`config.mk`:
```
export PLATFORM = sky130hd
export DESIGN_NAME = mux_nb_pipe_flat
export DESIGN_NICKNAME = d
export VERILOG_FILES = /design/src/rtl/mux_nb_pipe_if.sv /design/src/rtl/mux_nb_pipe.sv /design/src/flat_wrapper.sv
export SDC_FILE = /design/constraint.sdc
export NUM_CORES = 1
export LEC_CHECK = 0
export ABC_CLOCK_PERIOD_IN_PS = 3300
export BUFFER_PORTS_ARGS = -buffer_cell sky130_fd_sc_hd__buf_2
export CAP_MARGIN = 20
export CORE_MARGIN = 10
export CORE_UTILIZATION = 31
export CTS_CLUSTER_SIZE = 14
export DETAILED_ROUTE_END_ITERATION = 10
export GPL_ROUTABILITY_DRIVEN = 0
export PLACE_DENSITY = 0.59
export SLEW_MARGIN = 20
export SYNTH_ARGS = -nofsm -noshare
export SYNTH_HDL_FRONTEND = slang
export SYNTH_SLANG_ARGS = --single-unit
```
`constraint.sdc`:
```
create_clock -name clk -period 3.3 [get_ports clk]
set_input_delay 0.33 -clock clk [delete_from_list [all_inputs] [get_ports clk]]
set_output_delay 0.33 -clock clk [all_outputs]
set_load 0.03 [all_outputs]
```
`src/rtl/mux_nb_pipe_if.sv`:
```
// Handshake bundle for mux_nb_pipe: upstream lanes/select with valid/ready,
// registered downstream beat with valid/ready, and the output beat counter.
interface mux_nb_pipe_if #(
  parameter int WIDTH  = 32,
  parameter int NUM_IN = 4,
  parameter int SEL_W  = $clog2(NUM_IN)
);
  logic [SEL_W-1:0]        sel;
  logic [NUM_IN*WIDTH-1:0] data_in;
  logic                    in_valid;
  logic                    in_ready;
  logic [WIDTH-1:0]        out_data;
  logic [SEL_W-1:0]        out_sel;
  logic                    out_valid;
  logic                    out_ready;
  logic [15:0]             beat_cnt;

  modport master (
    output sel, data_in, in_valid, out_ready,
    input  in_ready, out_data, out_sel, out_valid, beat_cnt
  );

  modport slave (
    input  sel, data_in, in_valid, out_ready,
    output in_ready, out_data, out_sel, out_valid, beat_cnt
  );
endinterface

```
`src/rtl/mux_nb_pipe.sv`:
```
// NUM_IN:1 WIDTH-bit selector with registered output and a 2-entry skid buffer.
// Optional MUX_SEL_CHECK_EN adds a sticky sel_err flag and drops out-of-range beats.
module mux_nb_pipe #(
  parameter int WIDTH  = 32,
  parameter int NUM_IN = 4
) (
  input  logic          clk,
  input  logic          rst_n,
  mux_nb_pipe_if.slave  bus
`ifdef MUX_SEL_CHECK_EN
  ,
  output logic          sel_err
`endif
);

  localparam int SEL_W = $clog2(NUM_IN);

  typedef enum logic [1:0] {EMPTY, ONE, FULL} state_e;

  state_e             state_q, state_d;
  logic [WIDTH-1:0]   main_data_q, main_data_d;
  logic [SEL_W-1:0]   main_sel_q, main_sel_d;
  logic [WIDTH-1:0]   skid_data_q, skid_data_d;
  logic [SEL_W-1:0]   skid_sel_q, skid_sel_d;
  logic               in_ready_q;
  logic [15:0]        beat_cnt_q, beat_cnt_d;

  logic               accept;
  logic               keep;
  logic               out_fire;
  logic [WIDTH-1:0]   lane_in;

  // Out-of-range selects fall through to lane 0.
  function automatic logic [WIDTH-1:0] select_lane(
    input logic [NUM_IN*WIDTH-1:0] d,
    input logic [SEL_W-1:0]        s
  );
    logic [WIDTH-1:0] lane;
    lane = d[0 +: WIDTH];
    for (int k = 1; k < NUM_IN; k++) begin
      if (int'(s) == k) lane = d[k*WIDTH +: WIDTH];
    end
    return lane;
  endfunction

  assign accept   = bus.in_valid && in_ready_q;
  assign out_fire = (state_q != EMPTY) && bus.out_ready;
  assign lane_in  = select_lane(bus.data_in, bus.sel);

`ifdef MUX_SEL_CHECK_EN
  logic sel_ok;
  logic sel_err_q, sel_err_d;

  assign sel_ok    = (int'(bus.sel) < NUM_IN);
  assign keep      = accept && sel_ok;
  assign sel_err_d = sel_err_q || (accept && !sel_ok);
  assign sel_err   = sel_err_q;

  always_ff @(posedge clk) begin
    if (!rst_n) sel_err_q <= 1'b0;
    else        sel_err_q <= sel_err_d;
  end
`else
  assign keep = accept;
`endif

  // State register
  always_ff @(posedge clk) begin
    if (!rst_n) begin
      state_q     <= EMPTY;
      in_ready_q  <= 1'b1;
      main_data_q <= '0;
      main_sel_q  <= '0;
      beat_cnt_q  <= '0;
    end else begin
      state_q     <= state_d;
      in_ready_q  <= (state_d != FULL);
      main_data_q <= main_data_d;
      main_sel_q  <= main_sel_d;
      beat_cnt_q  <= beat_cnt_d;
    end
  end

  // Skid contents are qualified by state, so they need no reset.
  always_ff @(posedge clk) begin
    skid_data_q <= skid_data_d;
    skid_sel_q  <= skid_sel_d;
  end

  // Next-state logic
  always_comb begin
    state_d = state_q;
    case (state_q)
      EMPTY: if (keep) state_d = ONE;
      ONE: begin
        if (keep && !bus.out_ready)      state_d = FULL;
        else if (!keep && bus.out_ready) state_d = EMPTY;
      end
      FULL:    if (bus.out_ready) state_d = ONE;
      default: state_d = EMPTY;
    endcase
  end

  // Storage steering: a beat arriving while main drains goes straight to main.
  always_comb begin
    main_data_d = main_data_q;
    main_sel_d  = main_sel_q;
    skid_data_d = skid_data_q;
    skid_sel_d  = skid_sel_q;
    beat_cnt_d  = out_fire ? beat_cnt_q + 16'd1 : beat_cnt_q;
    case (state_q)
      EMPTY: begin
        if (keep) begin
          main_data_d = lane_in;
          main_sel_d  = bus.sel;
        end
      end
      ONE: begin
        if (keep && bus.out_ready) begin
          main_data_d = lane_in;
          main_sel_d  = bus.sel;
        end else if (keep) begin
          skid_data_d = lane_in;
          skid_sel_d  = bus.sel;
        end
      end
      FULL: begin
        if (bus.out_ready) begin
          main_data_d = skid_data_q;
          main_sel_d  = skid_sel_q;
        end
      end
      default: ;
    endcase
  end

  // Output logic
  always_comb begin
    bus.in_ready  = in_ready_q;
    bus.out_valid = (state_q != EMPTY);
    bus.out_data  = main_data_q;
    bus.out_sel   = main_sel_q;
    bus.beat_cnt  = beat_cnt_q;
  end

endmodule

```
`src/flat_wrapper.sv`:
```
// flat-port wrapper written by rule: the top's interface ports become plain ports
module mux_nb_pipe_flat 
#(
  parameter int WIDTH  = 32,
  parameter int NUM_IN = 4
)
  (clk, rst_n, bus_sel, bus_data_in, bus_in_valid, bus_out_ready, bus_in_ready, bus_out_data, bus_out_sel, bus_out_valid, bus_beat_cnt);
  mux_nb_pipe_if #(.WIDTH(WIDTH), .NUM_IN(NUM_IN)) bus_i ();
  input  logic clk;
  input  logic rst_n;
  input wire logic [$bits(bus_i.sel)-1:0] bus_sel;
  input wire logic [$bits(bus_i.data_in)-1:0] bus_data_in;
  input wire logic [$bits(bus_i.in_valid)-1:0] bus_in_valid;
  input wire logic [$bits(bus_i.out_ready)-1:0] bus_out_ready;
  output wire logic [$bits(bus_i.in_ready)-1:0] bus_in_ready;
  output wire logic [$bits(bus_i.out_data)-1:0] bus_out_data;
  output wire logic [$bits(bus_i.out_sel)-1:0] bus_out_sel;
  output wire logic [$bits(bus_i.out_valid)-1:0] bus_out_valid;
  output wire logic [$bits(bus_i.beat_cnt)-1:0] bus_beat_cnt;
  assign bus_i.sel = bus_sel;
  assign bus_i.data_in = bus_data_in;
  assign bus_i.in_valid = bus_in_valid;
  assign bus_i.out_ready = bus_out_ready;
  assign bus_in_ready = bus_i.in_ready;
  assign bus_out_data = bus_i.out_data;
  assign bus_out_sel = bus_i.out_sel;
  assign bus_out_valid = bus_i.out_valid;
  assign bus_beat_cnt = bus_i.beat_cnt;
  mux_nb_pipe #(.WIDTH(WIDTH), .NUM_IN(NUM_IN)) u_core (.clk(clk), .rst_n(rst_n), .bus(bus_i));
endmodule
```
==> impl_metrics.tcl <==
set metrics [dict create \
    status "finished, final reports clean" \
    hold_viol 0 \
    maxCapViolations 0 \
    startpoint "u_core.state_q[1]$_SDFF_PN0_" \
    syn_avg_cell_area_um2 11.1 \
    dp_slack_ps 1160 \
    cts_tree "yes" \
    multiInputGateArea_um2 1870 \
    synth_top_cell_area_share_pct 25.9 \
    initial_core_util_pct 32.1 \
    first_iter_violations 176 \
    grt_max_degree 37 \
    period_share_pct 64.7 \
    finalCriticalPeriod_ps 2130 \
    setup-tns-final_ps 0 \
    overflow 0 \
    vias 3582 \
    regArea_um2 2080 \
    r2r-start "u_core.state_q[1]$_SDFF_PN0_" \
    cts_resized 0 \
    seq_area_frac_synth_pct 50.9 \
    synthMostInstantiatedCell "nand2_1" \
    dieHeight_um 135 \
    std_cell_rows 41 \
    grt_pass1_vias 3890 \
    clockBufferDepth 2 \
    cts_buffers 9 \
    wl_per_cell_um 17.6 \
    drive_above_1_share_pct 44.7 \
    slew_headroom_pct 36.9 \
    wl_um 12600 \
    syn_to_final_growth_pct 33.8 \
    drtAntennaViolNets 0 \
    async_reset_ff_share_pct 0 \
    via_per_inst 5.00 \
    hp-class "primary input to register" \
    synth_fa_ha_area_share_pct 0.306 \
    track_usage_pct 13.8 \
    synth_fp_nets 504 \
    h-tree-depth 3 \
    first_pass_iters 5 \
    dp_hpwl_um 9740 \
    diodes 0 \
    clkSinkCount 87 \
    synth_edf_count 34 \
    cts.hold.buffers_added 0 \
    setup_viol 0 \
    crit_path_start_kind "register" \
    yosysWarnings 0 \
    synthMuxAreaShare_pct 18.1 \
    crit_arrival_ps 2380 \
    drv_slew 0 \
    drc_errors 0 \
    synth_top_family_by_area "multiplexers" \
    leakagePower_nw 2.32 \
    antenna_found_initial 1 \
    final_nets 674 \
    yosys.area_share.simple_pct 13.1 \
    skew_ps 6.80 \
    dieArea_um2 18200 \
    clk_latency_ps 340 \
    postCtsSetupBuffers 0 \
    worstHoldStart "bus_out_ready" \
    die_w_um 135 \
    yosys-top-cells-area "dfxtp_1, edfxtp_1, mux4_2, nand2_1, a31oi_1" \
    rsz0062_at_grt "no" \
    synth_top_area_cell "dfxtp_1" \
    synthesis.area_um2 4090 \
    grt_pass1_wl_um 20000 \
    cts_root_buf "clkbuf_16" \
    crit_path_max_fanout 32 \
    clk_pin_slew_ps 60 \
    fillers 1237 \
    synthTopCellsByCount "nand2_1, dfxtp_1, edfxtp_1" \
    fmax_mhz 469 \
    synth-main-ff-cell "dfxtp_1" \
    synth_compound_area_share_pct 11.5 \
    crit_type "register to register" \
    p_per_area_nw_per_um2 520 \
    synth-xor-area-share_pct 2.14 \
    setup_ws_ps 1170 \
    max_slew.worst_pin.slew_ps 946 \
    cp.required_ps 3540 \
    synth.distinct_cells 37 \
    crit_path_end_kind "register" \
    synthCells 369 \
    io_buffers 185 \
    ioPinCount 186 \
    peakVddDrop_v 0.000269 \
    core_um2 12800 \
    yosys_register_bits 87 \
]
state kept, by name, indices dropped and copies added (netlist names):
name and cells:
u_core.bus.out_data 32, u_core.skid_data_q 32, u_core.bus.beat_cnt 16, u_core.bus.out_sel 2, u_core.skid_sel_q 2, u_core.state_q 2
u_core.bus.in_ready 1
cells by family (layout without fill, tap and decap cells):
family | Yosys count | after routing
AND/OR/NAND/NOR | 123 | 123
flip-flops | 87 | 87
XOR/XNOR | 10 | 10
buffers and inverters | 34 | 209
AO/OA/AOI/OAI | 80 | 80
multiplexers | 34 | 34
adder cells (fa/ha/maj) | 1 | 1
per-layer routing:
metal | global-route usage (%) | vias to the layer above | part of all wire (%)
met4 | 4.84 | 2 | 1.6
met3 | 6.12 | 18 | 9.3
met5 | 0 | - | 0.10
met1 | 15.4 | 1689 | 41
li1 | - | 1724 | -
met2 | 22.8 | 149 | 48
power by group:
part / internal, W / switching [W] / leakage, nW / total [W]
combinational: 0.000205 / 0.000297 / 1.41 / 0.000502
sequential: 0.00119 / 0.0000368 / 0.745 / 0.00123
clock: 0.000707 / 0.000414 / 0.159 / 0.00112
total: 0.00210 / 0.000748 / 2.32 / 0.00285
stage by stage:
step	total power [W]	util, %	hold slack [ps]	cell area, um^2	cells
after detailed placement	0.00176	40.3	469	5140	700
final	0.00285	42.9	283	5480	716
after floorplan	0.00156	-	409	4090	369
after global placement	0.00175	40.3	467	5140	700
after global routing	0.00297	42.9	306	5480	716
after CTS	0.00289	42.9	261	5480	716
final timing paths:
kind	to	slack, ps	depth (start not counted)
worst max-delay path	u_core.bus.out_sel[1]$_SDFFE_PN0P_	1170	5
worst min-delay path	u_core.state_q[1]$_SDFF_PN0_	280	2
worst max register to register	u_core.bus.out_sel[1]$_SDFFE_PN0P_	1170	5
worst min register to register	u_core.bus.beat_cnt[15]$_SDFFE_PN0P_	480	2
worst max-delay path, cell delays in order (launching register included):
cell      delay (ps)
dfxtp_1          390
nand3b_1         300
o211ai_4         580
buf_4            440
nor2_1            70
a311oi_1         250
area by class of cell:
cell class / instances / share of cell area [%]
Sequential cell: 87 / 38.0
Inverter: 2 / 0.137
Tap cell: 172 / 3.93
Timing Repair Buffer: 191 / 17.7
Clock inverter: 4 / 1.39
Multi-Input combinational cell: 248 / 34.1
Clock buffer: 12 / 4.68
placed cells by master (no fill, tap or decap), types with 3 or more instances in the layout:
| master | synthesis | routed |
|---|---|---|
| a21oi_1 | 5 | 5 |
| a31oi_1 | 33 | 33 |
| buf_2 | 13 | 185 |
| buf_4 | 3 | 6 |
| clkbuf_16 | 0 | 9 |
| dfxtp_1 | 53 | 53 |
| edfxtp_1 | 34 | 34 |
| mux4_2 | 32 | 32 |
| nand2_1 | 76 | 76 |
| nand2b_1 | 3 | 3 |
| nand3_1 | 5 | 5 |
| nand4_1 | 4 | 4 |
| nor2_1 | 17 | 16 |
| nor3_1 | 3 | 3 |
| o21ai_0 | 3 | 3 |
| o21ai_1 | 32 | 32 |
| or3_1 | 4 | 4 |
| xnor2_1 | 3 | 3 |
| xor2_1 | 7 | 7 |
(Power assumes the default switching activity.)
